**src/rtl/can_rx_filter_fifo_pkg.sv**
```systemverilog
// Shared types and widths for the CAN RX filter/FIFO slice.
// Optional CAN_RX_TIMESTAMP_EN adds a per-frame 16-bit timestamp to can_frame_t.
package can_rx_filter_fifo_pkg;

    localparam int unsigned ID_WIDTH    = 32;
    localparam int unsigned DATA_WIDTH  = 64;
    localparam int unsigned NUM_FILTERS = 4;
    localparam int unsigned FIDX_W      = $clog2(NUM_FILTERS + 1);
    localparam int unsigned CAN_TS_W    = 16;

    typedef enum logic {
        RUN   = 1'b0,
        FLUSH = 1'b1
    } can_flush_state_e;

    typedef struct packed {
`ifdef CAN_RX_TIMESTAMP_EN
        logic [CAN_TS_W-1:0]   ts;
`endif
        logic [FIDX_W-1:0]     fidx;
        logic [DATA_WIDTH-1:0] data;
        logic [ID_WIDTH-1:0]   id;
    } can_frame_t;

endpackage

```
**src/rtl/can_rx_filter_fifo_if.sv**
```systemverilog
// RX-handler capture handshake and host-side valid/ready frame output.
// out_ts exists only when CAN_RX_TIMESTAMP_EN is defined.
interface can_rx_filter_fifo_if;
    import can_rx_filter_fifo_pkg::*;

    logic [ID_WIDTH-1:0]   rx_id;
    logic [DATA_WIDTH-1:0] rx_data;
    logic                  rx_ready;
    logic                  rx_ack;
    logic                  out_valid;
    logic                  out_ready;
    logic [ID_WIDTH-1:0]   out_id;
    logic [DATA_WIDTH-1:0] out_data;
    logic [FIDX_W-1:0]     out_fidx;
`ifdef CAN_RX_TIMESTAMP_EN
    logic [CAN_TS_W-1:0]   out_ts;
`endif

    modport slave (
        input  rx_id, rx_data, rx_ready, out_ready,
`ifdef CAN_RX_TIMESTAMP_EN
        output out_ts,
`endif
        output rx_ack, out_valid, out_id, out_data, out_fidx
    );

    modport master (
        output rx_id, rx_data, rx_ready, out_ready,
`ifdef CAN_RX_TIMESTAMP_EN
        input  out_ts,
`endif
        input  rx_ack, out_valid, out_id, out_data, out_fidx
    );

endinterface

```
**src/rtl/can_rx_filter_fifo_sync_fifo.sv**
```systemverilog
// Single-clock FIFO with registered head output, flush, and pop-before-push when full.
// Head output holds its last value while the FIFO is empty.
module can_sync_fifo #(
    parameter int unsigned WIDTH = 8,
    parameter int unsigned DEPTH = 16
) (
    input  logic                     clk,
    input  logic                     rst_n,
    input  logic                     push,
    input  logic [WIDTH-1:0]         din,
    input  logic                     pop,
    input  logic                     flush,
    output logic [WIDTH-1:0]         dout,
    output logic                     valid,
    output logic [$clog2(DEPTH):0]   count,
    output logic                     full_c,
    output logic                     empty_c
);

    localparam int unsigned AW = $clog2(DEPTH);
    localparam int unsigned CW = AW + 1;

    logic [WIDTH-1:0] mem [DEPTH];
    logic [AW-1:0]    wr_ptr_q, rd_ptr_q, wr_ptr_d, rd_ptr_d;
    logic [CW-1:0]    count_d;
    logic [WIDTH-1:0] head_d;
    logic             valid_d, push_ok, pop_ok;

    assign full_c  = (count == CW'(DEPTH));
    assign empty_c = (count == '0);

    // Next pointers/count and the value the head register must show after this edge
    always_comb begin
        pop_ok   = pop && !empty_c;
        push_ok  = push && (!full_c || pop_ok);
        wr_ptr_d = wr_ptr_q + AW'(push_ok);
        rd_ptr_d = rd_ptr_q + AW'(pop_ok);
        count_d  = count;
        if (push_ok && !pop_ok) begin
            count_d = count + CW'(1);
        end else if (!push_ok && pop_ok) begin
            count_d = count - CW'(1);
        end
        valid_d = (count_d != '0);
        head_d  = dout;
        if (count_d != '0) begin
            head_d = (push_ok && (rd_ptr_d == wr_ptr_q)) ? din : mem[rd_ptr_d];
        end
        if (flush) begin
            push_ok  = 1'b0;
            wr_ptr_d = '0;
            rd_ptr_d = '0;
            count_d  = '0;
            valid_d  = 1'b0;
            head_d   = dout;
        end
    end

    always_ff @(posedge clk) begin
        if (push_ok) begin
            mem[wr_ptr_q] <= din;
        end
    end

    always_ff @(posedge clk or negedge rst_n) begin
        if (!rst_n) begin
            wr_ptr_q <= '0;
            rd_ptr_q <= '0;
            count    <= '0;
            valid    <= 1'b0;
            dout     <= '0;
        end else begin
            wr_ptr_q <= wr_ptr_d;
            rd_ptr_q <= rd_ptr_d;
            count    <= count_d;
            valid    <= valid_d;
            dout     <= head_d;
        end
    end

endmodule

```
**src/rtl/can_rx_filter_fifo.sv**
```systemverilog
// CAN RX capture, mask/ID acceptance filtering and frame FIFO with drop statistics.
// Optional CAN_RX_TIMESTAMP_EN: free-running 16-bit timestamp captured per frame, shown on out_ts.
module can_rx_filter_fifo
    import can_rx_filter_fifo_pkg::*;
#(
    parameter int unsigned FIFO_DEPTH = 16
) (
    input  logic                            clk_can,
    input  logic                            rst_n,
    can_rx_filter_fifo_if.slave             bus,
    input  logic [NUM_FILTERS*ID_WIDTH-1:0] flt_id,
    input  logic [NUM_FILTERS*ID_WIDTH-1:0] flt_mask,
    input  logic [NUM_FILTERS-1:0]          flt_en,
    input  logic                            accept_all,
    input  logic                            flush,
    output logic [$clog2(FIFO_DEPTH):0]     fifo_count,
    output logic                            overflow,
    input  logic                            overflow_clr,
    output logic [15:0]                     drop_cnt
);

    can_flush_state_e state_q, state_d;
    logic             flushing;

    logic                  s1_vld;
    logic [ID_WIDTH-1:0]   s1_id;
    logic [DATA_WIDTH-1:0] s1_data;
`ifdef CAN_RX_TIMESTAMP_EN
    logic [CAN_TS_W-1:0]   ts_cnt;
    logic [CAN_TS_W-1:0]   s1_ts;
`endif

    logic [NUM_FILTERS-1:0] match;
    logic                   match_any, accept, fifo_push, fifo_pop;
    logic                   reject_drop, ovf_drop;
    logic [FIDX_W-1:0]      fidx;
    can_frame_t             s2_frame, head;
    logic                   fifo_valid, fifo_full, fifo_empty;

    // Flush sequencer: one FLUSH cycle per request, always returns to RUN
    always_ff @(posedge clk_can or negedge rst_n) begin
        if (!rst_n) state_q <= RUN;
        else        state_q <= state_d;
    end

    always_comb begin
        state_d  = state_q;
        flushing = 1'b0;
        case (state_q)
            RUN:     if (flush) state_d = FLUSH;
            FLUSH: begin
                flushing = 1'b1;
                state_d  = RUN;
            end
            default: state_d = RUN;
        endcase
    end

`ifdef CAN_RX_TIMESTAMP_EN
    always_ff @(posedge clk_can or negedge rst_n) begin
        if (!rst_n) ts_cnt <= '0;
        else        ts_cnt <= ts_cnt + CAN_TS_W'(1);
    end
`endif

    // S1 capture; s1_vld doubles as the one-cycle ack to the RX handler
    always_ff @(posedge clk_can or negedge rst_n) begin
        if (!rst_n) begin
            s1_vld  <= 1'b0;
            s1_id   <= '0;
            s1_data <= '0;
`ifdef CAN_RX_TIMESTAMP_EN
            s1_ts   <= '0;
`endif
        end else begin
            s1_vld <= bus.rx_ready;
            if (bus.rx_ready) begin
                s1_id   <= bus.rx_id;
                s1_data <= bus.rx_data;
`ifdef CAN_RX_TIMESTAMP_EN
                s1_ts   <= ts_cnt;
`endif
            end
        end
    end

    assign bus.rx_ack = s1_vld;

    for (genvar g = 0; g < NUM_FILTERS; g++) begin : g_match
        assign match[g] = flt_en[g] &&
            (((s1_id ^ flt_id[g*ID_WIDTH +: ID_WIDTH]) & flt_mask[g*ID_WIDTH +: ID_WIDTH]) == '0);
    end

    // S2: lowest matching filter wins; walk downward so the last hit is the lowest index
    always_comb begin
        match_any = 1'b0;
        fidx      = FIDX_W'(NUM_FILTERS);
        for (int i = NUM_FILTERS - 1; i >= 0; i--) begin
            if (match[i]) begin
                match_any = 1'b1;
                fidx      = FIDX_W'(i);
            end
        end
        accept      = accept_all || match_any;
        fifo_pop    = bus.out_ready && !fifo_empty;
        fifo_push   = s1_vld && accept && !flushing;
        reject_drop = s1_vld && !accept && !flushing;
        ovf_drop    = fifo_push && fifo_full && !fifo_pop;

        s2_frame      = '0;
        s2_frame.id   = s1_id;
        s2_frame.data = s1_data;
        s2_frame.fidx = fidx;
`ifdef CAN_RX_TIMESTAMP_EN
        s2_frame.ts   = s1_ts;
`endif
    end

    // Drop statistics; a fresh overflow beats a simultaneous clear
    always_ff @(posedge clk_can or negedge rst_n) begin
        if (!rst_n) begin
            overflow <= 1'b0;
            drop_cnt <= '0;
        end else begin
            if (ovf_drop)          overflow <= 1'b1;
            else if (overflow_clr) overflow <= 1'b0;
            if ((reject_drop || ovf_drop) && (drop_cnt != 16'hFFFF)) begin
                drop_cnt <= drop_cnt + 16'd1;
            end
        end
    end

    can_sync_fifo #(
        .WIDTH ($bits(can_frame_t)),
        .DEPTH (FIFO_DEPTH)
    ) u_fifo (
        .clk     (clk_can),
        .rst_n   (rst_n),
        .push    (fifo_push),
        .din     (s2_frame),
        .pop     (fifo_pop),
        .flush   (flushing),
        .dout    (head),
        .valid   (fifo_valid),
        .count   (fifo_count),
        .full_c  (fifo_full),
        .empty_c (fifo_empty)
    );

    assign bus.out_valid = fifo_valid;
    assign bus.out_id    = head.id;
    assign bus.out_data  = head.data;
    assign bus.out_fidx  = head.fidx;
`ifdef CAN_RX_TIMESTAMP_EN
    assign bus.out_ts    = head.ts;
`endif

endmodule

```
**src/flat_wrapper.sv**
```systemverilog
// flat-port wrapper written by rule: the top's interface ports become plain ports
module can_rx_filter_fifo_flat import can_rx_filter_fifo_pkg::*;
#(
    parameter int unsigned FIFO_DEPTH = 16
)
  (clk_can, rst_n, flt_id, flt_mask, flt_en, accept_all, flush, fifo_count, overflow, overflow_clr, drop_cnt, bus_rx_id, bus_rx_data, bus_rx_ready, bus_out_ready, bus_rx_ack, bus_out_valid, bus_out_id, bus_out_data, bus_out_fidx);
  can_rx_filter_fifo_if bus_i ();
  input  logic clk_can;
  input  logic rst_n;
  input  logic [NUM_FILTERS*ID_WIDTH-1:0] flt_id;
  input  logic [NUM_FILTERS*ID_WIDTH-1:0] flt_mask;
  input  logic [NUM_FILTERS-1:0] flt_en;
  input  logic accept_all;
  input  logic flush;
  output logic [$clog2(FIFO_DEPTH):0] fifo_count;
  output logic overflow;
  input  logic overflow_clr;
  output logic [15:0] drop_cnt;
  input wire logic [$bits(bus_i.rx_id)-1:0] bus_rx_id;
  input wire logic [$bits(bus_i.rx_data)-1:0] bus_rx_data;
  input wire logic [$bits(bus_i.rx_ready)-1:0] bus_rx_ready;
  input wire logic [$bits(bus_i.out_ready)-1:0] bus_out_ready;
  output wire logic [$bits(bus_i.rx_ack)-1:0] bus_rx_ack;
  output wire logic [$bits(bus_i.out_valid)-1:0] bus_out_valid;
  output wire logic [$bits(bus_i.out_id)-1:0] bus_out_id;
  output wire logic [$bits(bus_i.out_data)-1:0] bus_out_data;
  output wire logic [$bits(bus_i.out_fidx)-1:0] bus_out_fidx;
  assign bus_i.rx_id = bus_rx_id;
  assign bus_i.rx_data = bus_rx_data;
  assign bus_i.rx_ready = bus_rx_ready;
  assign bus_i.out_ready = bus_out_ready;
  assign bus_rx_ack = bus_i.rx_ack;
  assign bus_out_valid = bus_i.out_valid;
  assign bus_out_id = bus_i.out_id;
  assign bus_out_data = bus_i.out_data;
  assign bus_out_fidx = bus_i.out_fidx;
  can_rx_filter_fifo #(.FIFO_DEPTH(FIFO_DEPTH)) u_core (.clk_can(clk_can), .rst_n(rst_n), .bus(bus_i), .flt_id(flt_id), .flt_mask(flt_mask), .flt_en(flt_en), .accept_all(accept_all), .flush(flush), .fifo_count(fifo_count), .overflow(overflow), .overflow_clr(overflow_clr), .drop_cnt(drop_cnt));
endmodule
```
**config.mk**
```make
export PLATFORM = sky130hd
export DESIGN_NAME = can_rx_filter_fifo_flat
export DESIGN_NICKNAME = d
export VERILOG_FILES = /design/src/rtl/can_rx_filter_fifo_pkg.sv /design/src/rtl/can_rx_filter_fifo_if.sv /design/src/rtl/can_rx_filter_fifo_sync_fifo.sv /design/src/rtl/can_rx_filter_fifo.sv /design/src/flat_wrapper.sv
export SDC_FILE = /design/constraint.sdc
export NUM_CORES = 2
export LEC_CHECK = 0
export BUFFER_PORTS_ARGS = -buffer_cell sky130_fd_sc_hd__buf_2
export CORE_MARGIN = 2
export CORE_UTILIZATION = 60
export CTS_BUF_LIST = sky130_fd_sc_hd__clkbuf_8
export DETAILED_ROUTE_END_ITERATION = 6
export GPL_ROUTABILITY_DRIVEN = 0
export PLACE_DENSITY_LB_ADDON = 0.25
export SLEW_MARGIN = 10
export SYNTH_ARGS = -nofsm -noshare
export SYNTH_HDL_FRONTEND = slang
export SYNTH_SLANG_ARGS = --single-unit
```
**constraint.sdc**
```tcl
create_clock -name clk_can -period 17.25 [get_ports clk_can]
set_clock_uncertainty 0.05 [all_clocks]
set_input_delay 5.175 -clock clk_can [delete_from_list [all_inputs] [get_ports clk_can]]
set_output_delay 5.175 -clock clk_can [all_outputs]
set_load 0.005 [all_outputs]
```
==> reports/qor.txt <==
Dominant synthesized flop cell -> edfxtp_1
Crit-path slowest cell -> buf_4
Die ar. -> 0.122 sq mm
Overall power -> 13.0 mW
Core area -> 0.118 sq mm
Mapped Nets -> 3523
Register area -> 0.0533 sq mm
Mapped Area -> 0.0717 sq mm
Worst-margin pin slew -> 1210 ps
Iter 0 DRT Violations -> 4845
CTS tree -> done
Synth-to-layout area growth -> 13.7%
Top cells by area, synth -> edfxtp_1, mux4_2, dfrtp_1
Status -> complete, but fails checks
Library cells used by synthesis -> 44
Layout cells sized above 1 -> 43.0%
Register area share after synthesis -> 74.3%
CP Capture Type -> flip-flop
Total congestion overflow -> 0
Post-route insts no fill -> 5588
Clk root buf -> clkbuf_8
Multi-input logic area -> 0.0177 sq mm
DR vias/cell -> 6.52
Post-cts gate resize count -> 0
Peak VDD IR -> 0.219 mV
Worst hold start -> u_core.u_fifo.dout[22]
Critical-path cell list -> buf_2 -> xor2_1 -> a22o_1 -> a221oi_1 -> nand4_2 -> a41oi_4 -> nand2_1 -> nor2_1 -> nand2_1 -> nor2_4 -> buf_4 -> buf_4
Static Leak -> 28.4 nW
Max Root-Sink Buffers -> 4
DRC viols -> 21
Critical path class -> input port to flip-flop
M2 GR Usage -> 44.0%
Drt wl/cell -> 31.6 um
Max-slew headroom -> 19.2%
GRT Max-Usage Layer -> met2
First-pass GRT wire length -> 253000 um
M1 GR Usage -> 41.6%
Crit path DAT -> 10540 ps
Synth area leader -> edfxtp_1
Initial antenna violation count -> 14
Unrepaired setup endpoints after global routing -> no
TNS Setup -> 0 ps
Reg clk slew, reported paths -> 60 ps
Most instantiated library cell after synthesis -> edfxtp_1
Fin nets -> 4195
Gr usage total -> 29.0%
Post-CTS Hold Buffers -> 0
CTS Sinks -> 1812
CP max stage delay -> 880 ps
Max-cap violations -> 0
Largest net degree at the start of global routing -> 170
Post-synth EDFFs -> 1584
Initial Utilization -> 60.6%
Pwr dens -> 159 mW/mm^2
Required @ worst endpoint -> 17740 ps
CTS Buf Count -> 296
Asr flop ratio synth -> 12.6%
Share of the synthesized area in the top cell type -> 66.4%
Post-layout min period -> 10050 ps
Vias in the first global route -> 37300
Fillers -> 7137
Setup Buffers After CTS -> 0
Hold path depth -> 1
Rows -> 126
Top cells by count, synth -> edfxtp_1, mux4_2, dfrtp_1, mux2_2, xor2_1
Synth Instances -> 3153
Routed Antenna Nets -> 0
Setup violations, final -> 0
Setup crit start kind -> input port
Worst min-delay path endpoint -> u_core.u_fifo.dout[22]
Pre-antenna DRT Iters -> 7
Hold/Removal Path Class -> flip-flop to flip-flop
Fmax -> 0.0995 GHz
Reg2reg setup slack -> 10360 ps
Worst reg2reg endpoint -> u_core.u_fifo.mem[5][9]
Synth warnings -> 0
Floorplan die width -> 350 um
IO Count -> 486
Worst-Skew Late Latency -> 970 ps
Level count of the clock H-tree -> 5
Fin. max-slew vios -> 0
DP Wirelength -> 98300 um
Die Y -> 350 um
Count of final hold-check violations -> 0
Reg2Reg Depth -> 11
Final worst-path cycle share -> 58.3%
WL final -> 176000 um
Reg2Reg Launch Point -> u_core.s1_id[26]
Crit Path Max Fanout -> 51
Vias after detailed routing -> 36500
#FFs+latches synth -> 1812
IO Port Bufs -> 485
Syn Area/Cell -> 22.7 sq um
Failing checks -> DRC
Dpl cells -> 5063
Met3 Use GR -> 9.04%
-- power breakdown --
group	internal, mW	leakage (nW)	switching, mW
combinational	2.45	8.25	1.77
sequential	5.03	17.0	0.253
clock	1.85	3.19	1.62
total	9.32	28.4	3.64
-- final cells by class --
class                      count  share of cell area [%]
sequential                  1812                    65.4
antenna                        5                  0.0154
tap                         1536                    2.36
timing repair buffer         556                    3.71
multi-input combinational   1148                    21.8
clock buffer                 329                    5.56
clock inverter               191                    1.17
inverter                      11                  0.0507
-- logic make-up (layout without fill, tap and decap cells) --
kind of cell	count (synthesis)	count (layout)	share of synthesized area, %
AND/OR/NAND/NOR	120	120	0.869
other	0	5	0
buffers and inverters	193	1087	1.16
multiplexers	796	796	20.8
flip-flops	1812	1812	74.3
adder cells (fa/ha/maj)	7	7	0.122
XOR/XNOR	151	151	1.85
AO/OA/AOI/OAI	74	74	0.868
-- worst max-delay path by stage --
stage / cells past startpoint / endpoint / start / slack (ps)
global placement: 12 / u_core.u_fifo.mem[5][22] / flt_id[58] / 6620
floorplan: 7 / u_core.u_fifo.mem[12][0] / flt_id[26] / 420
CTS: 12 / u_core.u_fifo.mem[5][27] / flt_id[58] / 7450
global route: 12 / u_core.u_fifo.mem[5][9] / flt_id[58] / 7230
finish: 12 / u_core.u_fifo.mem[5][9] / flt_id[58] / 7200
detailed placement: 12 / u_core.u_fifo.mem[5][32] / flt_id[58] / 6460
-- through the flow --
| stage | util [%] | setup WS (ps) | hold slack (ps) | cell area (sq um) |
|---|---|---|---|---|
| after global routing | 68.9 | 7230 | 470 | 81500 |
| after detailed placement | 64.3 | 6460 | 439 | 76000 |
| final | 68.9 | 7200 | 454 | 81500 |
| after global placement | 64.3 | 6620 | 424 | 76000 |
| after floorplan | - | 417 | 431 | 71700 |
| after CTS | 68.9 | 7450 | 456 | 81500 |
-- layout by cell type (no fill, tap or decap), types with 2 or more instances in the layout --
master,synthesis,layout
and3_1,6,6
nor3_2,0,3
inv_1,11,117
a22o_1,8,8
and2_1,2,2
xor2_1,137,136
mux2_4,100,100
a211oi_1,3,3
clkinvlp_4,0,7
xnor2_1,14,13
clkinv_1,0,51
mux2i_1,3,3
clkbuf_8,0,329
a222oi_1,4,4
buf_12,0,4
dfrtp_1,228,228
nor2_4,0,9
nor3_1,11,8
bufinv_16,0,7
nand2_1,20,20
nand4_1,21,21
ha_1,7,5
a22oi_1,40,40
nor3b_1,2,2
nor4_2,0,3
mux4_2,495,495
diode_2,0,5
nor2_1,26,17
buf_2,21,483
nand3_1,14,13
mux2_2,198,198
nand4_2,2,2
nor2b_1,7,7
ha_4,0,2
clkinv_2,0,19
buf_4,0,67
nand2b_1,3,3
edfxtp_1,1584,1584
a221oi_1,8,8
-- sequential cells by signal, indices dropped and copies added (netlist names) --
name                    flops
u_core.u_fifo.dout         99
u_core.u_fifo.wr_ptr_q      4
u_core.u_fifo.rd_ptr_q      4
u_core.s1_data             64
u_core.s1_id               32
u_core.drop_cnt            16
u_core.u_fifo.mem        1584
u_core.bus.rx_ack           1
u_core.overflow             1
u_core.u_fifo.valid         1
u_core.state_q              1
u_core.u_fifo.count         5
-- routing by layer --
| metal | routed length [um] | part of all wire, % |
|---|---|---|
| met3 | 19500 | 11 |
| met5 | 323 | 0.18 |
| met1 | 68600 | 39 |
| met2 | 84200 | 48 |
| met4 | 3750 | 2.1 |
-- critical path, delay by kind of cell --
kind	cells	cell delay (ps)
and+or+nand+nor	5	1930
AOI/OAI and AO/OA	3	1600
buffers and inverters	3	1570
xor gates and xnor gates	1	140
No activity file was read; power rests on OpenSTA's default activity.
